**src/rtl/alu_arbiter.sv**
```systemverilog
`default_nettype none
// ============================================================================
// Module      : alu_arbiter
// Description : Round-robin sharing of one combinational ALU between two
//               requesters with a registered valid/ready result channel.
// Revision    : 1.0 - initial release
// ============================================================================
module alu_arbiter #(
  parameter int XLEN = 32
) (
  input  logic            clk,
  input  logic            rst_n,
  input  logic            flush,
  input  logic            req0_valid,
  output logic            req0_ready,
  input  logic [3:0]      req0_op,
  input  logic [XLEN-1:0] req0_a,
  input  logic [XLEN-1:0] req0_b,
  input  logic            req1_valid,
  output logic            req1_ready,
  input  logic [3:0]      req1_op,
  input  logic [XLEN-1:0] req1_a,
  input  logic [XLEN-1:0] req1_b,
  output logic [3:0]      alu_op,
  output logic [XLEN-1:0] alu_a,
  output logic [XLEN-1:0] alu_b,
  input  logic [XLEN-1:0] alu_result,
  output logic            rsp0_valid,
  input  logic            rsp0_ready,
  output logic [XLEN-1:0] rsp0_data,
  output logic            rsp1_valid,
  input  logic            rsp1_ready,
  output logic [XLEN-1:0] rsp1_data,
  output logic            busy
);

  localparam logic [1:0] S_IDLE = 2'd0;
  localparam logic [1:0] S_EXEC = 2'd1;
  localparam logic [1:0] S_RESP = 2'd2;

  logic [1:0]      r_state;
  logic [1:0]      w_next_state;
  logic            r_last_grant;
  logic            r_owner;
  logic [3:0]      r_op;
  logic [XLEN-1:0] r_a;
  logic [XLEN-1:0] r_b;
  logic            r_rsp0_valid;
  logic            r_rsp1_valid;
  logic [XLEN-1:0] r_rsp0_data;
  logic [XLEN-1:0] r_rsp1_data;
  logic            r_busy;

  logic            w_any_req;
  logic            w_grant;
  logic            w_accept;
  logic            w_rsp_taken;

  // Under contention the requester that did not win last goes first.
  always_comb begin
    w_any_req = req0_valid | req1_valid;
    if (req0_valid && req1_valid) begin
      w_grant = ~r_last_grant;
    end else begin
      w_grant = req1_valid;
    end
    w_accept    = (r_state == S_IDLE) && !flush && w_any_req;
    w_rsp_taken = r_owner ? rsp1_ready : rsp0_ready;
  end

  // State register
  always_ff @(posedge clk or negedge rst_n) begin
    if (!rst_n) begin
      r_state <= S_IDLE;
    end else begin
      r_state <= w_next_state;
    end
  end

  // Next-state logic
  always_comb begin
    w_next_state = r_state;
    if (flush) begin
      w_next_state = S_IDLE;
    end else begin
      case (r_state)
        S_IDLE:  if (w_accept)    w_next_state = S_EXEC;
        S_EXEC:                   w_next_state = S_RESP;
        S_RESP:  if (w_rsp_taken) w_next_state = S_IDLE;
        default:                  w_next_state = S_IDLE;
      endcase
    end
  end

  // Output logic; ready is masked while reset is asserted.
  always_comb begin
    req0_ready = rst_n && w_accept && !w_grant;
    req1_ready = rst_n && w_accept &&  w_grant;
  end

  // Request latch, arbitration history and response registers
  always_ff @(posedge clk or negedge rst_n) begin
    if (!rst_n) begin
      r_last_grant <= 1'b1;
      r_owner      <= 1'b0;
      r_op         <= 4'h0;
      r_a          <= '0;
      r_b          <= '0;
      r_rsp0_valid <= 1'b0;
      r_rsp1_valid <= 1'b0;
      r_rsp0_data  <= '0;
      r_rsp1_data  <= '0;
      r_busy       <= 1'b0;
    end else begin
      r_busy <= (w_next_state != S_IDLE);
      if (w_accept) begin
        r_owner      <= w_grant;
        r_last_grant <= w_grant;
        r_op         <= w_grant ? req1_op : req0_op;
        r_a          <= w_grant ? req1_a  : req0_a;
        r_b          <= w_grant ? req1_b  : req0_b;
      end
      // Flush drops the result; captured data from earlier responses remains.
      if (flush) begin
        r_rsp0_valid <= 1'b0;
        r_rsp1_valid <= 1'b0;
      end else if (r_state == S_EXEC) begin
        if (r_owner) begin
          r_rsp1_valid <= 1'b1;
          r_rsp1_data  <= alu_result;
        end else begin
          r_rsp0_valid <= 1'b1;
          r_rsp0_data  <= alu_result;
        end
      end else if ((r_state == S_RESP) && w_rsp_taken) begin
        r_rsp0_valid <= 1'b0;
        r_rsp1_valid <= 1'b0;
      end
    end
  end

  assign alu_op     = r_op;
  assign alu_a      = r_a;
  assign alu_b      = r_b;
  assign rsp0_valid = r_rsp0_valid;
  assign rsp1_valid = r_rsp1_valid;
  assign rsp0_data  = r_rsp0_data;
  assign rsp1_data  = r_rsp1_data;
  assign busy       = r_busy;

endmodule
`default_nettype wire

```
**config.mk**
```make
export PLATFORM = sky130hd
export DESIGN_NAME = alu_arbiter
export DESIGN_NICKNAME = d
export VERILOG_FILES = /design/src/rtl/alu_arbiter.sv
export SDC_FILE = /design/constraint.sdc
export NUM_CORES = 1
export LEC_CHECK = 0
export CAP_MARGIN = 0
export CORE_AREA = 2 2 154 96
export CTS_BUF_LIST = sky130_fd_sc_hd__clkbuf_16
export CTS_CLUSTER_DIAMETER = 40
export DETAILED_ROUTE_END_ITERATION = 6
export DIE_AREA = 0 0 156 98
export PLACE_DENSITY = 0.92
export REMOVE_ABC_BUFFERS = 1
export SETUP_SLACK_MARGIN = 0.05
export SLEW_MARGIN = 20
export SYNTH_ARGS = -nofsm -noshare
export SYNTH_HDL_FRONTEND = slang
export SYNTH_SLANG_ARGS = --single-unit
```
**constraint.sdc**
```tcl
create_clock -name clk -period 3.44 [get_ports clk]
set_clock_uncertainty 0.1 [all_clocks]
set_input_delay 0.688 -clock clk [delete_from_list [all_inputs] [get_ports clk]]
set_output_delay 0.688 -clock clk [all_outputs]
set_load 0.01 [all_outputs]
```
==> results.yml, run 1 <==
run_status:
  status: "complete, no violations"
power:
  clkPwrFrac_pct: 25.0
  power.net_switching_mw: 2.06
  ir_drop_mv: 0.370
  total_power_mw: 6.89
  seqPwrFrac_pct: 37.3
  intPower_mw: 4.83
  swShare_pct: 29.9
  pwr-share-comb_pct: 37.7
  power.density_nw_per_um2: 719
  leakagePower_nw: 3.74
synthesis:
  synthArstFlopShare_pct: 100
  synthCells: 401
  seq_area_frac_synth_pct: 60.6
  yosys-top-cells-area: "dfrtp_1 (60%), mux2_2 (13%), o221a_2 (9.4%)"
  yosysTopAreaCell: "dfrtp_1"
  yosys-top-cells-count: "dfrtp_1 (138), or3_1 (69), mux2_2 (65)"
  synth_edf_count: 0
  avgSynthCellArea_um2: 14.3
  yosys.cell_count.top_type: "dfrtp_1"
  ys.warnings.count: 0
  synth_ff_type: "dfrtp_1"
  ys_seq_elements: 139
  synth_cell_types: 23
  synth_top_area_share_pct: 60.1
  syn_area_um2: 5740
die:
  die_h_um: 98
  start_util_pct: 41.0
  rows: 34
  io_pins: 312
  dieArea_um2: 15300
  die_x_um: 156
  core_area_um2: 14000
clock_tree:
  ctsHtreeMaxLevel: 4
  clk_pin_slew_ns: 0.06
  cts_buffers: 17
  root_buffer: "clkbuf_16"
  cts_max_path_buffers: 2
  clkSinkCount: 139
  clkLatencyLatePin_ns: 0.40
  cts_tree: "yes"
worst_hold_path:
  hold_path_class: "flip-flop to flip-flop"
  hp-start: "rsp0_valid"
placed_design:
  place_congestion: 0.866
  io_buffers: 311
  hpwl_um: 13000
  dp_cells: 865
grt:
  grt_util_met2_pct: 41.1
  grtUsageMet3_pct: 7.46
  first_global_vias: 5178
  antenna_found_initial: 0
  use_met1_pct: 29.6
  grt_max_degree: 87
  grt_pass1_wl_um: 28600
  overflow: 0
  grt.busiest_layer: "met2"
  grt_usage_pct: 24.1
route:
  vias: 4799
  routed_wl_um: 18200
  drtIter0Drc: 217
  vias_per_cell: 5.34
  wire_per_inst_um: 20.3
  firstDrtPassIters: 4
  drc: 0
  antenna_left: 0
setup_path:
  cp_slowest_cell: "or3_2"
  crit_type: "primary input to output pin"
  reg2reg_from: "r_state[1]"
  critPathLaunch: "flush"
  crit_chain: "clkdlybuf4s50_1 -> or3_2 -> buf_4 -> nor2_4 -> and3_1 -> dlygate4sd2_1"
  endpoint_kind: "output pin"
  slowest_delay_ns: 0.52
  required_ns: 2.65
  worstPathArrival_ns: 2.34
  worst_setup_path_start_kind: "primary input"
  crit_fanout: 6
timing:
  max_slew_margin_pct: 47.6
  fin_crit_sh_pct: 90.8
  setup_tns_ns: 0
  worst_pin_slew_ns: 0.787
  hold_viol_final: 0
  hold_ws_ns: 0.395
  fmax_mhz: 320
  min_period_ns: 3.12
  rsz0062_at_grt: "no"
  report.final.slew_viol_count: 0
  setup_violations: 0
final_layout:
  diodes: 0
  regArea_um2: 3480
  nNetsFinal: 880
  area_growth_pct: 66.9
  fillCellCount: 977
  layoutNonFillerInstCount: 898
  multi_input_area_um2: 2120
  drive_gt1_share_pct: 22.8
flow_run:
  maxCapViolations: 0
[state kept, by name (all words and copies together), names as in the netlist, 2 cells and up]
signal,count
alu_a,32
alu_b,32
alu_op,4
r_state,2
rsp0_data,32
rsp1_data,32
[routing by layer]
layer | part of all wire (%) | vias to the layer above | wire length [um]
li1 | - | 2159 | -
met1 | 40 | 2407 | 7350
met2 | 50 | 206 | 9070
met3 | 7.9 | 27 | 1430
met4 | 1.9 | 0 | 340
met5 | 0 | - | 0
[kinds of logic (layout without fill, tap and decap cells)]
group,Yosys count,count (layout),synth area share (%)
flops,139,139,60.6
simple gates,82,82,9.13
compound gates,78,78,14.4
mux,65,65,12.7
buf+inv,37,354,3.18
[layout by cell type, fill, tap and decap left out, types with 2 or more instances in the layout]
cell type	n
clkdlybuf4s50_1	308
dfrtp_1	138
or3_1	68
mux2_2	65
o221a_2	48
o221a_1	20
clkbuf_16	17
buf_4	8
inv_6	5
o21ai_0	4
inv_8	4
a21oi_1	3
buf_6	3
nor2b_1	2
nand2b_1	2
o21a_1	2
clkinvlp_4	2
clkinv_4	2
[layout make-up]
type	count	share of cell area, %
Tap cell	180	2.35
Multi-Input combinational cell	225	22.1
Sequential cell	139	36.3
Clock buffer	17	4.44
Timing Repair Buffer	322	33.5
Clock inverter	15	1.36
[timing repair]
item,in CTS,in global routing
gates resized for setup,3,1
cloned,0,0
hold buffers,1,0
hold endpoints to repair,11,0
endpoints found under the setup margin,2,1
setup buffers,0,0
[path summary, 6_finish.rpt]
kind	to	slack, ns	depth (start not counted)
worst min register to register	rsp0_valid	0.39	1
max in group asynchronous	rsp1_data[24]	1.06	4
worst max-delay path	req0_ready	0.32	6
min in group asynchronous	rsp1_data[17]	0.63	2
worst max register to register	alu_b[21]	0.87	5
worst min-delay path	rsp0_valid	0.39	1
[power groups by stage]
stage                     Sequential, mW  Clock [mW]  Combinational [mW]
after floorplan                     2.81           0               0.679
after global placement              2.54           0                2.54
after detailed placement            2.59           0                2.61
after CTS                           2.57        1.76                2.63
after global routing                2.64        1.84                2.74
final                               2.57        1.72                2.60
[critical path: cells and delay by family]
family | cells | cell delay (ns)
buffers and inverters | 3 | 0.88
and+or+nand+nor | 3 | 0.78
[stage by stage]
stage | util (%) | setup slack [ns] | cell area (um2)
after global placement | 64.4 | 0.0142 | 9010
final | 68.5 | 0.316 | 9590
after CTS | 68.5 | 0.0861 | 9580
after global routing | 68.5 | 0.272 | 9590
after detailed placement | 64.4 | -0.0000133 | 9010
after floorplan | - | -1.73 | 5560
No activity file was read; power rests on OpenSTA's default activity.
==> inputs of run 2 (changes only) <==
Settings changed: CAP_MARGIN 0 to default, PLACE_DENSITY 0.92 to 0.85.
==> run 2 against run 1 <==
Combinational power is essentially flat. Largest cell class unchanged. Non-clock buffer count grew 2. Clock power grew 6%. Routed wire length grew 0.99%. Sequential share of layout area shrank 0.22 points.
==> results.yml, run 2 (same netlist as run 1, synthesis figures left out) <==
clock_tree:
  root_buffer: "clkbuf_16"
  clkSinkCount: 139
  ctsHtreeMaxLevel: 4
  clkLatencyLatePin_ns: 0.40
  postCtsSetupBuffers: 0
  cts_buffers: 17
  cts_max_path_buffers: 2
  cts_tree: "yes"
  clk_pin_slew_ns: 0.05
setup_path:
  worstPathArrival_ns: 2.18
  endpoint_kind: "output pin"
  reg2reg_from: "r_state[1]"
  critPathLaunch: "flush"
  crit_fanout: 5
  crit_type: "primary input to output pin"
  worst_setup_path_start_kind: "primary input"
  cp_slowest_cell: "or3_2"
  crit_chain: "clkdlybuf4s50_1 -> or3_2 -> nor2_4 -> and3_1 -> dlymetal6s2s_1"
  path_delay_family: "simple AND/OR/NAND/NOR gates"
  slowest_delay_ns: 0.56
  path_buf_inv: 2
  required_ns: 2.65
placed_design:
  place_congestion: 0.804
  postPlaceCellArea_um2: 9040
  io_buffers: 311
  hpwl_um: 13300
run_status:
  status: "complete, no violations"
worst_hold_path:
  hp-start: "rsp1_data[9]"
  hold_path_class: "flip-flop to flip-flop"
grt:
  antenna_found_initial: 0
  grt_max_degree: 128
  grt_usage_pct: 24.2
  first_global_vias: 5151
  overflow: 0
  grt_pass1_wl_um: 28600
die:
  core_area_um2: 14000
  io_pins: 312
  start_util_pct: 41.0
  rows: 34
  die_x_um: 156
  dieArea_um2: 15300
  die_h_um: 98
timing:
  worst_pin_slew_ns: 0.786
  hold_viol_final: 0
  hold_ws_ns: 0.404
  report.final.slew_viol_count: 0
  max_slew_margin_pct: 47.6
  fin_crit_sh_pct: 86.3
  setup_tns_ns: 0
  fmax_mhz: 337
  setup_violations: 0
  min_period_ns: 2.97
  rsz0062_at_grt: "no"
power:
  power.density_nw_per_um2: 725
  clkPwrFrac_pct: 26.2
  seqPwrFrac_pct: 36.7
  power.net_switching_mw: 2.03
  ir_drop_mv: 0.376
  total_power_mw: 7.00
  pwr-share-comb_pct: 37.1
  leakagePower_nw: 3.78
  swShare_pct: 29.0
  intPower_mw: 4.97
route:
  vias_per_cell: 5.33
  vias: 4800
  wire_per_inst_um: 20.4
  drc: 0
  routed_wl_um: 18400
  drtIter0Drc: 243
  firstDrtPassIters: 4
  antenna_left: 0
final_layout:
  diodes: 0
  area_growth_pct: 67.9
  final_common_cell: "clkdlybuf4s50_1"
  nNetsFinal: 882
  final_cell_mix: "clkdlybuf4s50_1 (308), dfrtp_1 (138), or3_1 (68)"
  drive_gt1_share_pct: 23.1
  final_area_um2: 9650
flow_run:
  maxCapViolations: 0
-- run 2: changes by cell type in the layout (fill, tap and decap cells not counted), sizes merged --
cell          delta
dlygate4sd2      -1
inv              -2
bufinv           +2
buf              +2
dlymetal6s2s     +1
-- run 2: area by class of cell --
cell class                 instances  area (um2)
timing repair buffer             324        3230
clock inverter                    15         164
tap                              180         225
fill                            1009        4350
multi-input combinational        225        2120
clock buffer                      17         425
sequential                       139        3480
-- run 2: path summary, 6_finish.rpt --
| kind | slack, ns | end | cells past startpoint |
|---|---|---|---|
| max | 0.47 | req0_ready | 5 |
| min | 0.40 | rsp1_data[9] | 1 |
| max reg2reg | 0.78 | alu_a[17] | 5 |
| min reg2reg | 0.40 | rsp1_data[9] | 1 |
| max in group asynchronous | 1.73 | rsp0_data[2] | 3 |
| min in group asynchronous | 0.62 | alu_a[1] | 2 |
-- run 2: power by group through the flow --
stage	Combinational, mW	Sequential (mW)	Clock [mW]
floorplan	0.679	2.81	0
global placement	2.55	2.54	0
detailed placement	2.61	2.59	0
CTS	2.62	2.57	1.86
global route	2.74	2.64	1.94
finish	2.59	2.57	1.83
-- run 2: what timing repair did --
item	4_1_cts	5_1_grt
endpoints found under the hold margin	12	0
resized for setup	1	2
cloned	0	0
hold buffers	1	0
endpoints found under the setup margin	1	2
pin swaps	0	0
-- run 2: layer usage --
layer  track usage, %  share of wire [%]  up-vias
li1                 -                  -     2158
met1             30.9                 42     2435
met2             40.8                 49      187
met3             6.26                7.0       20
met4             7.20                1.4        0
met5                0                  0        -
-- run 2: worst register-to-register path: stages (launching register included) --
cell	delay [ns]
dfrtp_1	0.46
or3_2	0.57
buf_4	0.26
or3b_2	0.49
buf_4	0.30
o221a_2	0.37
-- run 2: per-stage QoR --
stage,setup WS (ns),cells,utilization [%]
floorplan,-1.73,364,-
global placement,-0.0216,867,64.6
detailed placement,0.0338,867,64.6
CTS,0.0506,900,68.9
global route,0.368,900,68.9
finish,0.471,900,68.9
==> inputs of run 3 (changes only) <==
Settings changed: CAP_MARGIN from default to 15.
==> results of run 3 <==
No change in the layout: final DEF, timing and power equal those of run 2.
